File: src/rtl/keypad_pkg.sv
// Shared types and constants for the 4x4 hex keypad scanner: FSM states,
// the "no key" candidate encoding and the {row,col} -> hex key map.
package keypad_pkg;

    typedef enum logic [1:0] {
        RELEASED,
        DEBOUNCE_PRESS,
        PRESSED,
        DEBOUNCE_RELEASE
    } state_t;

    // Scan candidate: bit 4 set means no key, or more than one key.
    localparam logic [4:0] KEY_NONE = 5'b1_0000;

    // Indexed by {row, col}; entry 15 is listed first.
    localparam logic [15:0][3:0] KEY_MAP = {
        4'hD, 4'hE, 4'hF, 4'h0,
        4'hC, 4'h9, 4'h8, 4'h7,
        4'hB, 4'h6, 4'h5, 4'h4,
        4'hA, 4'h3, 4'h2, 4'h1
    };

endpackage

File: src/rtl/keypad_scanner_sync2.sv
// Two-flop synchronizer for the asynchronous, active-low keypad rows.
// Rows idle high, so the flops reset to all ones.
module sync2 (
    input  logic       Clk,
    input  logic       Reset,
    input  logic [3:0] d,
    output logic [3:0] q
);

    logic [3:0] meta;

    // NOTE: non-blocking assignments keep these as two distinct flop stages.
    always_ff @(posedge Clk or posedge Reset) begin
        if (Reset) begin
            meta <= 4'b1111;
            q    <= 4'b1111;
        end else begin
            meta <= d;
            q    <= meta;
        end
    end

endmodule

File: src/rtl/keypad_scanner.sv
// 4x4 keypad column scanner with scan-level debounce and a one-cycle KeyValid.
// Define KEYPAD_ACCUM_EN to add the 16-bit entered-digit accumulator Number.
module keypad_scanner
    import keypad_pkg::*;
#(
    parameter int SCAN_DIV       = 100000,
    parameter int DEBOUNCE_SCANS = 4
) (
    input  logic        Clk,
    input  logic        Reset,
    input  logic [3:0]  Row,
    output logic [3:0]  Col,
    output logic [3:0]  KeyCode,
    output logic        KeyValid,
`ifdef KEYPAD_ACCUM_EN
    output logic        KeyHeld,
    output logic [15:0] Number
`else
    output logic        KeyHeld
`endif
);

    localparam int DW = $clog2(SCAN_DIV);
    localparam int CW = $clog2(DEBOUNCE_SCANS + 1);

    logic [3:0]    row_s;
    logic [DW-1:0] dwell;
    logic [1:0]    col_idx;
    logic [1:0]    acc_cnt;
    logic [3:0]    acc_code;
    state_t        state;
    logic [3:0]    stored;
    logic [CW-1:0] cnt;

    logic          last_dwell;
    logic          scan_end;
    logic [2:0]    col_cnt;
    logic [1:0]    col_row;
    logic [2:0]    hit_sum;
    logic [3:0]    code_now;
    logic [4:0]    cand;
    logic [CW-1:0] cnt_inc;
    logic          held_match;
    logic          accept;

    sync2 u_sync2 (
        .Clk   (Clk),
        .Reset (Reset),
        .d     (Row),
        .q     (row_s)
    );

    // The scan result folds the current column's sample in, so the FSM acts on
    // the same edge that takes the Col[3] sample.
    always_comb begin
        last_dwell = (dwell == DW'(SCAN_DIV - 1));
        scan_end   = last_dwell && (col_idx == 2'd3);
        col_cnt    = '0;
        col_row    = '0;
        for (int r = 0; r < 4; r++) begin
            if (!row_s[r]) begin
                col_cnt = col_cnt + 3'd1;
                col_row = 2'(r);
            end
        end
        hit_sum    = {1'b0, acc_cnt} + col_cnt;
        code_now   = (col_cnt == 3'd1) ? KEY_MAP[{col_row, col_idx}] : acc_code;
        cand       = (hit_sum == 3'd1) ? {1'b0, code_now} : KEY_NONE;
        cnt_inc    = cnt + CW'(1);
        held_match = (cand == {1'b0, KeyCode});
        accept     = scan_end && !cand[4] &&
                     (((state == RELEASED) && (DEBOUNCE_SCANS == 1)) ||
                      ((state == DEBOUNCE_PRESS) && (cand[3:0] == stored) &&
                       (cnt_inc == CW'(DEBOUNCE_SCANS))));
    end

    always_ff @(posedge Clk or posedge Reset) begin
        if (Reset) begin
            dwell    <= '0;
            col_idx  <= '0;
            Col      <= 4'b1110;
            acc_cnt  <= '0;
            acc_code <= '0;
        end else if (last_dwell) begin
            dwell   <= '0;
            col_idx <= col_idx + 2'd1;
            Col     <= {Col[2:0], Col[3]};
            if (col_idx == 2'd3) begin
                acc_cnt  <= '0;
                acc_code <= '0;
            end else begin
                acc_cnt  <= (hit_sum >= 3'd2) ? 2'd2 : hit_sum[1:0];
                acc_code <= code_now;
            end
        end else begin
            dwell <= dwell + DW'(1);
        end
    end

    always_ff @(posedge Clk or posedge Reset) begin
        if (Reset) begin
            state    <= RELEASED;
            stored   <= '0;
            cnt      <= '0;
            KeyCode  <= '0;
            KeyValid <= 1'b0;
            KeyHeld  <= 1'b0;
        end else begin
            KeyValid <= 1'b0;
            if (accept) begin
                state    <= PRESSED;
                KeyCode  <= cand[3:0];
                KeyValid <= 1'b1;
                KeyHeld  <= 1'b1;
                cnt      <= '0;
            end else if (scan_end) begin
                case (state)
                    RELEASED: begin
                        if (!cand[4]) begin
                            state  <= DEBOUNCE_PRESS;
                            stored <= cand[3:0];
                            cnt    <= CW'(1);
                        end
                    end
                    DEBOUNCE_PRESS: begin
                        if (cand[4]) begin
                            state <= RELEASED;
                        end else if (cand[3:0] == stored) begin
                            cnt <= cnt_inc;
                        end else begin
                            stored <= cand[3:0];
                            cnt    <= CW'(1);
                        end
                    end
                    PRESSED: begin
                        if (!held_match) begin
                            if (DEBOUNCE_SCANS == 1) begin
                                state   <= RELEASED;
                                KeyHeld <= 1'b0;
                            end else begin
                                state <= DEBOUNCE_RELEASE;
                                cnt   <= CW'(1);
                            end
                        end
                    end
                    DEBOUNCE_RELEASE: begin
                        if (held_match) begin
                            state <= PRESSED;
                        end else if (cnt_inc == CW'(DEBOUNCE_SCANS)) begin
                            state   <= RELEASED;
                            KeyHeld <= 1'b0;
                        end else begin
                            cnt <= cnt_inc;
                        end
                    end
                    default: state <= RELEASED;
                endcase
            end
        end
    end

`ifdef KEYPAD_ACCUM_EN
    always_ff @(posedge Clk or posedge Reset) begin
        if (Reset) begin
            Number <= '0;
        end else if (accept) begin
            Number <= {Number[11:0], cand[3:0]};
        end
    end
`endif

endmodule

File: config.mk
export PLATFORM = sky130hd
export DESIGN_NAME = keypad_scanner
export DESIGN_NICKNAME = d
export VERILOG_FILES = /design/src/rtl/keypad_pkg.sv /design/src/rtl/keypad_scanner_sync2.sv /design/src/rtl/keypad_scanner.sv
export SDC_FILE = /design/constraint.sdc
export NUM_CORES = 1
export LEC_CHECK = 0
export ABC_AREA = 1
export BUFFER_PORTS_ARGS = -buffer_cell sky130_fd_sc_hd__buf_2
export CORE_AREA = 2 2 97 99
export DETAILED_ROUTE_END_ITERATION = 12
export DIE_AREA = 0 0 99 101
export GPL_ROUTABILITY_DRIVEN = 1
export SLEW_MARGIN = 20
export SYNTH_ARGS = -nofsm -noshare
export SYNTH_HDL_FRONTEND = slang
export SYNTH_SLANG_ARGS = --single-unit
File: constraint.sdc
create_clock -name Clk -period 8.35 [get_ports Clk]
set_input_delay 1.2525 -clock Clk [delete_from_list [all_inputs] [get_ports Clk]]
set_output_delay 1.2525 -clock Clk [all_outputs]
set_load 0.02 [all_outputs]
==> results of run 1 <==
==> how the worst min path moves through the flow <==
stage,endpoint,startpoint,cells after the start,slack (ps)
after floorplan,u_sync2.q[0],u_sync2.meta[0],0,350
after global placement,u_sync2.q[3],u_sync2.meta[3],0,350
after CTS,u_sync2.q[0],u_sync2.meta[0],0,360
after detailed placement,u_sync2.q[0],u_sync2.meta[0],0,350
final,u_sync2.q[0],u_sync2.meta[0],0,360
after global routing,u_sync2.q[0],u_sync2.meta[0],0,370
==> flip-flops by register name (all words and copies together), names as in the netlist <==
| signal | cells |
|---|---|
| u_sync2.meta | 4 |
| Col | 4 |
| acc_cnt | 2 |
| KeyHeld | 1 |
| stored | 4 |
| cnt | 3 |
| col_idx | 2 |
| KeyValid | 1 |
| acc_code | 4 |
| dwell | 17 |
| state | 2 |
| u_sync2.q | 4 |
| KeyCode | 4 |
==> cell type report <==
cell class	count	area share (%)
Clock buffer	7	2.568
Clock inverter	1	0.2233
Inverter	71	8.001
Multi-Input combinational cell	268	43.51
Sequential cell	52	39.11
Tap cell	111	4.131
Timing Repair Buffer	16	2.456
==> synthesized netlist by cell type <==
library cell	n	area, um2
nand2_1	112	420.4
inv_1	68	255.2
dfrtp_1	41	1026
nand3_1	28	140.1
nor2_1	23	86.33
dfstp_2	11	289.0
ha_1	11	137.6
o21ai_0	10	50.05
nand3_2	9	90.09
nor3_1	8	40.04
nand2_2	7	43.79
o21ai_1	7	35.03
nand4_1	6	37.54
a21oi_1	5	25.02
nor4_1	5	31.28
xnor2_1	5	43.79
nor2_2	4	25.02
o21ai_2	4	35.03
o21a_1	3	22.52
o22ai_1	3	18.77
xor2_1	3	26.28
buf_6	2	22.52
clkbuf_1	2	7.510
inv_2	2	7.510
mux2i_1	2	20.02
nand2_4	2	22.52
a31oi_1	1	6.260
and3_1	1	6.260
buf_4	1	7.510
fa_1	1	20.02
inv_4	1	6.260
nand3b_1	1	7.510
nor2_4	1	11.26
nor2_8	1	20.02
nor3b_1	1	7.510
o211a_1	1	10.01
o211ai_1	1	7.510
o311ai_0	1	8.760
or2_1	1	6.260
==> where the power goes <==
group	internal [mW]	switching, mW	total [mW]
sequential	0.255	0.00207	0.257
combinational	0.0157	0.0354	0.0512
clock	0.0676	0.0841	0.152
total	0.339	0.122	0.460
==> kinds of logic after synthesis <==
family / count (synthesis) / synth area share (%)
simple gates: 210 / 32.29
buf+inv: 76 / 9.939
flops: 52 / 42.64
compound gates: 36 / 7.099
fa+ha+maj: 12 / 5.112
xor+xnor: 8 / 2.272
mux: 2 / 0.6491
==> critical path: stages (launching register included) <==
cell and delay [ps]:
dfstp_2 550, inv_1 50, ha_1 370, inv_1 80, nand2_1 100, nand2_1 60
ha_1 300, nand2_1 80, nand2_2 80, fa_1 480, inv_1 70, nand2_1 110
nor2_8 220, nand3_2 150, xnor2_1 170, nor2_2 190, nand3_2 300, nand2_2 190
nand2_1 80, nand2_1 60, nand2_1 50
==> routing by layer <==
| metal | vias to the layer above | routed length [um] | global-route usage, % |
|---|---|---|---|
| met3 | 7 | 201 | 2.497 |
| met4 | 0 | 74 | 4.110 |
| met5 | - | 0 | 0 |
| met1 | 1152 | 2720 | 16.16 |
| met2 | 27 | 2722 | 22.35 |
| li1 | 1284 | - | - |
==> impl_metrics.toml, run 1 <==
[clocking]
cts_buffer_depth = 2
cts_made_buffers = 5
ctsResizeCount = 0
insertion_delay_ps = 310
ctsHoldBuffers = 0
clkSinkCount = 52
cts.htree.levels = 2
post-cts-setup-buffers = 0
root_buffer = "clkbuf_8"
cts_tree = "yes"
cts.clk_slew.worst_paths_ps = 100

[timing]
fmax_ghz = 0.2596
worstMarginPinSlew_ps = 672.8
hold_ws_ps = 360.6
drv_slew = 0
fin_crit_sh_pct = 46.14
rsz0062_at_grt = "false"
finalWorstSetupSlack_ps = 4497
final.setup.tns_ps = 0
hold_viol_final = 0
skew_ps = 11.56
setup_viol_count_final = 0
slew_headroom_pct = 55.04
post-route-min-period_ps = 3853

[placed_design]
gp_congestion = 0.8449
place_area_mm2 = 0.003268
port_buffers = 15
detailedPlace.worstSlack_ps = 4506
hpwl_um = 4273
place_inst = 518

[floorplan]
start_util_pct = 34.36
io-pin-count = 16
die_x_um = 99
dieHeight_um = 101
coreArea_mm2 = 0.008977
die_area_mm2 = 0.009999
num_rows = 35

[setup_path]
rrSetupSlack_ps = 4500
critPathKind = "reg -> reg"
r2r_start = "u_sync2.q[1]"
reg2regPathDepth = 20
worstSetupStartpointType = "flop"
crit_arrival_ps = 4060
crit_end = "state[1]"
startpoint = "u_sync2.q[1]"
crit_fanout = 13
crit_required_ps = 8560
worstSetupEndpointType = "flop"
timing.rr.end = "state[1]"

[layout]
num-nets-final = 432
final_cell_mix = "nand2_1, inv_1, dfrtp_1"
postLayoutCoreUtil_pct = 37.45
multi_input_area_mm2 = 0.001463
area_delta_synth_final_pct = 9.006
antenna_cells = 0
drive_gt1_share_pct = 15.90
fin_cells = 526
stdcell_area_mm2 = 0.003362
ff_latch_area_mm2 = 0.001315
fill_cells = 920
final_common_cell = "nand2_1"

[routing]
via_count = 2470
wire_per_inst_um = 10.87
dr.pass1.iters = 4
routed_wirelength_um = 5718
drtIter0Drc = 132
vias_per_cell = 4.696
drc = 0
antenna_left = 0

[outcome]
status = "finished clean"

[grt]
grt_use_total_pct = 12.87
grt_start_max_net_pins = 53
grt_pass1_vias = 2485
gr-total-overflow = 0
grt_first_pass_wirelength_um = 10650
antenna_found_initial = 0

[pwr]
pwr_density_cell_mw_per_mm2 = 136.9
leakagePower_nw = 1.769
power_mw = 0.4602
peakVddDrop_v = 0.00005930

[synth]
ys_ff_latch = 52
synth_nets = 414
avgSynthCellArea_um2 = 7.788
yosysSeqAreaShare_pct = 42.64
syn_inst = 396
ys_types = 39
yosysWarnings = 0
mappedNetlistArea_mm2 = 0.003084

[hold_path]
hp-class = "reg -> reg"

[run]
drv_cap = 0
Power figures use the tool's default switching activity.
==> run 2: changes to the inputs <==
Clock period 8.35 ns to 3.7 ns, I/O delays scaled along.
==> run 2 against run 1 <==
Effect of this change: wire length grew 3.6%; flip-flop and latch count is the same; utilization grew 1.6 points; setup slack lost 4300 ps; first-iteration DRC count grew 33%; die area is the same; hold slack lost 11 ps; count of clock-buffer cells in the layout shrank 2; clock power grew to 3.5 times the previous value; final cell count grew 0.76%; combinational power grew to 2.6 times the previous value.
==> impl_metrics.toml, run 2 (synthesis gave the netlist of run 1 again) <==
[layout]
postLayoutCoreUtil_pct = 39.08
area_delta_synth_final_pct = 13.75
largest-register = "dwell"
fin_cells = 530
stdcell_area_mm2 = 0.003508
antenna_cells = 0
drive_gt1_share_pct = 18.14
final_common_cell = "nand2_1"
largest_register_ffs = 17
final_cell_mix = "nand2_1, inv_1, dfrtp_1"
num-nets-final = 436

[timing]
finalWorstSetupSlack_ps = 239.2
worstMarginPinSlew_ps = 793.1
rsz0062_at_grt = "false"
final.setup.tns_ps = 0
hold_viol_final = 0
hold_ws_ps = 350.0
setup_viol_count_final = 0
post-route-min-period_ps = 3461
skew_ps = 13.86
fin_crit_sh_pct = 93.53
fmax_ghz = 0.2890
drv_slew = 0
slew_headroom_pct = 47.05

[pwr]
leakagePower_nw = 1.825
internal_power_mw = 0.9583
p_clk_share_pct = 42.4
power_mw = 1.242
p_switching_mw = 0.2834
peakVddDrop_v = 0.0001780
combPwrFrac_pct = 10.8
pwr-share-seq_pct = 46.8
pwr_density_cell_mw_per_mm2 = 353.9
p_sw_share_pct = 22.83

[setup_path]
r2r_start = "u_sync2.q[1]"
crit_required_ps = 3900
crit_fanout = 9
crit_arrival_ps = 3670
worstSetupEndpointType = "flop"
critPathKind = "reg -> reg"
worstSetupStartpointType = "flop"
startpoint = "u_sync2.q[1]"

[routing]
via_count = 2518
antenna_left = 0
dr.pass1.iters = 4
drtIter0Drc = 175
routed_wirelength_um = 5922
drc = 0
vias_per_cell = 4.751
wire_per_inst_um = 11.17

[placed_design]
place_inst = 519
detailedPlace.worstSlack_ps = 45.96
gp_congestion = 0.8307
hpwl_um = 4403
place_area_mm2 = 0.003276
port_buffers = 15

[grt]
gr-total-overflow = 0
grt_use_total_pct = 12.51
grt_pass1_vias = 2387
antenna_found_initial = 0
grt_first_pass_wirelength_um = 10410
grt_start_max_net_pins = 39

[floorplan]
io-pin-count = 16
dieHeight_um = 101
die_area_mm2 = 0.009999
num_rows = 35
start_util_pct = 34.36
coreArea_mm2 = 0.008977
die_x_um = 99

[clocking]
ctsHoldBuffers = 0
cts_tree = "yes"
cts_buffer_depth = 2
clkSinkCount = 52
insertion_delay_ps = 300
root_buffer = "clkbuf_8"
cts.clk_slew.worst_paths_ps = 100
cts_made_buffers = 5
cts.htree.levels = 2

[outcome]
status = "finished clean"

[run]
drv_cap = 0

[hold_path]
min_from = "Row[0]"
hp-class = "in -> reg"
-- run 2: routing by layer --
| layer | vias up | GRT usage [%] | part of all wire (%) |
|---|---|---|---|
| met2 | 39 | 22.35 | 49 |
| met1 | 1186 | 15.38 | 47 |
| met3 | 4 | 2.288 | 2.9 |
| met5 | - | 0 | 0 |
| li1 | 1289 | - | - |
| met4 | 0 | 3.688 | 0.79 |
-- run 2: cell type report --
class,count,area (um2)
multi-input cells,269,1521
clock buffers,5,68.82
inverters,71,269.0
well taps,111,138.9
repair buffers,19,105.1
flip-flops and latches,52,1315
fillers,893,5469
clock inverters,3,90.09
-- run 2: worst max-delay path, cell delays in order (launching register included) --
cell     delay (ps)
dfstp_2         550
inv_1            80
ha_4            300
inv_1            50
nand2_1          90
nand2_1          60
ha_1            300
nand2_1          80
nand2_2          80
fa_2            460
inv_2            80
nand2_4          80
nor2_8          160
nand3_4         110
xnor2_1         160
nor2_2          210
nand3_2         170
buf_4           210
nand2_1          70
o21ai_2          50
-- run 2: power by group through the flow --
stage	registers [mW]	clock network (mW)	logic [mW]
after floorplan	0.588	0	0.0981
after global placement	0.591	0	0.115
after detailed placement	0.592	0	0.117
after CTS	0.581	0.544	0.117
after global routing	0.582	0.563	0.152
final	0.581	0.527	0.134
-- run 2: repair_timing --
action | in CTS | in global routing
setup endpoints to repair | 0 | 14
resized for setup | 0 | 10
buffers inserted | 0 | 2
endpoints found under the hold margin | 0 | 0
-- run 2: worst paths after layout --
kind	slack, ps	cells after the start	to
max in group asynchronous	2540	3	Col[1]
min in group asynchronous	400	2	acc_code[1]
worst max register to register	240	19	KeyCode[1]
worst min-delay path	350	1	u_sync2.meta[0]
worst max-delay path	240	19	KeyCode[1]
worst min register to register	360	0	u_sync2.q[1]
==> run 3: changes to the inputs <==
Settings changed: ABC_AREA 1 to default.
==> run 3 against run 2 <==
Effect of this change: the run now ends with negative setup slack left; global-route usage up 1.7 points; critical path type unchanged; final area rose by 9.1%; utilization up 3.5 points; die area is the same; critical path depth fell by 5; total power shrank 8.6%; clock power shrank 41%; sequential power is essentially flat; flip-flop and latch count unchanged; setup slack got worse by 560 ps; synthesized cell count shrank 21%.
==> impl_metrics.toml, run 3 <==
[outcome]
status = "finished, violations left"
violations = "negative setup slack"

[timing]
hold_viol_final = 0
final.setup.tns_ps = -2803
slew_headroom_pct = 41.82
drv_slew = 0
skew_ps = 10.29
setup_viol_count_final = 13
fin_crit_sh_pct = 108.6
rsz0062_at_grt = "true"
finalWorstSetupSlack_ps = -317.8
hold_ws_ps = 347.3
worstMarginPinSlew_ps = 871.7
fmax_ghz = 0.2489
post-route-min-period_ps = 4018

[setup_path]
crit_family = "compound AO/OA/AOI/OAI gates"
crit_arrival_ps = 4210
crit_required_ps = 3890
crit_top_cell = "ha_4"
worst_path_largest_cell_delay_ps = 560
path_cells = "inv_2 > ha_4 > xnor2_4 > ha_4 > mux2_4 > fa_2 > nand2b_4 > nor4_4 > o211ai_1 > o311a_1 > a221o_1 > and2_4 > a2111o_1 > mux2_1"
critPathKind = "reg -> reg"
worstSetupStartpointType = "flop"
crit_buf_inv = 1
worstSetupEndpointType = "flop"
cp_slowest_cell = "dfstp_2"
crit_fanout = 7

[layout]
area_delta_synth_final_pct = 25.43
fill_cells = 857
antenna_cells = 0
largest-register = "dwell"
drive_gt1_share_pct = 32.79
final_cell_mix = "dfrtp_1, nand2_1, buf_4"
num-nets-final = 383
largest_register_ffs = 17
final_common_cell = "dfrtp_1"

[hold_path]
hp-class = "in -> reg"

[floorplan]
die_area_mm2 = 0.009999
coreArea_mm2 = 0.008977
io-pin-count = 16
dieHeight_um = 101
start_util_pct = 33.98
die_x_um = 99
num_rows = 35

[routing]
dr.pass1.iters = 4
routed_wirelength_um = 6899
drc = 0
vias_per_cell = 5.164
wire_per_inst_um = 14.46
via_count = 2463
antenna_left = 0
drtIter0Drc = 89

[synth]
yosysSeqAreaShare_pct = 43.11
synth-edff-count = 0
ys_ff_latch = 52
async_flop_share_pct = 100.0
yosysTopAreaCellShare_pct = 33.63
yosysWarnings = 0
synthTopCellsByArea = "dfrtp_1, dfstp_2, nand2_1"
synth_commonest_cells = "dfrtp_1, nand2_1, nor2_1"
synth_flop_cell = "dfrtp_1"
synth_area_leader_cell = "dfrtp_1"
ys_types = 66
avgSynthCellArea_um2 = 9.746
synth_nets = 331
mappedNetlistArea_mm2 = 0.003050
yosysMostFrequentCell = "dfrtp_1"
syn_inst = 313

[clocking]
ctsHoldBuffers = 0
cts_buffer_depth = 2
cts.htree.levels = 2
cts_made_buffers = 5
clkSinkCount = 52
cts.clk_slew.worst_paths_ps = 100
root_buffer = "clkbuf_8"
insertion_delay_ps = 300
cts_tree = "yes"

[grt]
antenna_found_initial = 0
gr-total-overflow = 0
grt_start_max_net_pins = 53
grt_use_total_pct = 14.22
grt_pass1_vias = 2457
grt_first_pass_wirelength_um = 11620

[placed_design]
port_buffers = 15
gp_congestion = 0.8102
hpwl_um = 4917

[pwr]
peakVddDrop_v = 0.0001773
pwr_density_cell_mw_per_mm2 = 296.7
leakagePower_nw = 1.718

[run]
drv_cap = 0
## run 3: final timing paths
path / slack, ps / cells past startpoint / to / startpoint
hold / removal: 350 / 1 / u_sync2.meta[2] / Row[2]
setup / recovery: -320 / 14 / stored[3] / u_sync2.q[1]
min in group asynchronous: 400 / 2 / acc_code[1] / Reset
max in group asynchronous: 2780 / 2 / cnt[0] / Reset
hold reg to reg: 360 / 0 / u_sync2.q[0] / u_sync2.meta[0]
setup reg to reg: -320 / 14 / stored[3] / u_sync2.q[1]
## run 3: metrics by stage
stage	util [%]	worst slack [ps]	instances	power, mW	instance area (um2)
after global routing	42.62	-489.6	477	1.196	3826
after CTS	41.12	-312.1	474	1.126	3691
after detailed placement	39.51	-327.7	464	0.7935	3547
final	42.62	-317.8	477	1.135	3826
after global placement	39.51	-237.7	464	0.7920	3547
after floorplan	-	-333.5	313	0.7210	3147
## run 3: layout make-up
class	count	area (um2)	area share [%]
multi-input cells	234	1827	47.74
flip-flops and latches	52	1315	34.37
clock buffers	5	68.82	1.799
inverters	17	65.06	1.700
repair buffers	55	397.9	10.40
well taps	111	138.9	3.630
clock inverters	3	13.76	0.3597
## run 3: cell families (layout without fill, tap and decap cells)
kind of cell,after synthesis,in the layout,share of synthesized area (%)
AOI/OAI and AO/OA,53,53,12.06
xor gates and xnor gates,24,24,7.588
adders and majority gates,12,12,5.168
buffers and inverters,27,80,3.568
DFF,52,52,43.11
muxes,15,15,5.332
and+or+nand+nor,130,130,23.18
## run 3: per-layer routing
layer  up-vias  share of wire (%)  global-route usage [%]
met5         -                  0                       0
met4         0               0.38                   3.267
met3         2                2.9                   2.427
met2        42                 49                   24.27
met1      1213                 48                   18.93
li1       1206                  -                       -
## run 3: where the power goes
part	switching, mW	total [mW]	internal (mW)	leakage (nW)
clock network	0.181	0.310	0.129	0.0453
logic	0.119	0.243	0.124	0.999
registers	0.00579	0.582	0.576	0.674
## run 3: what timing repair did
action,in CTS,in global routing
setup buffers,2,5
resized for setup,13,23
pin swaps,2,13
setup endpoints to repair,14,15
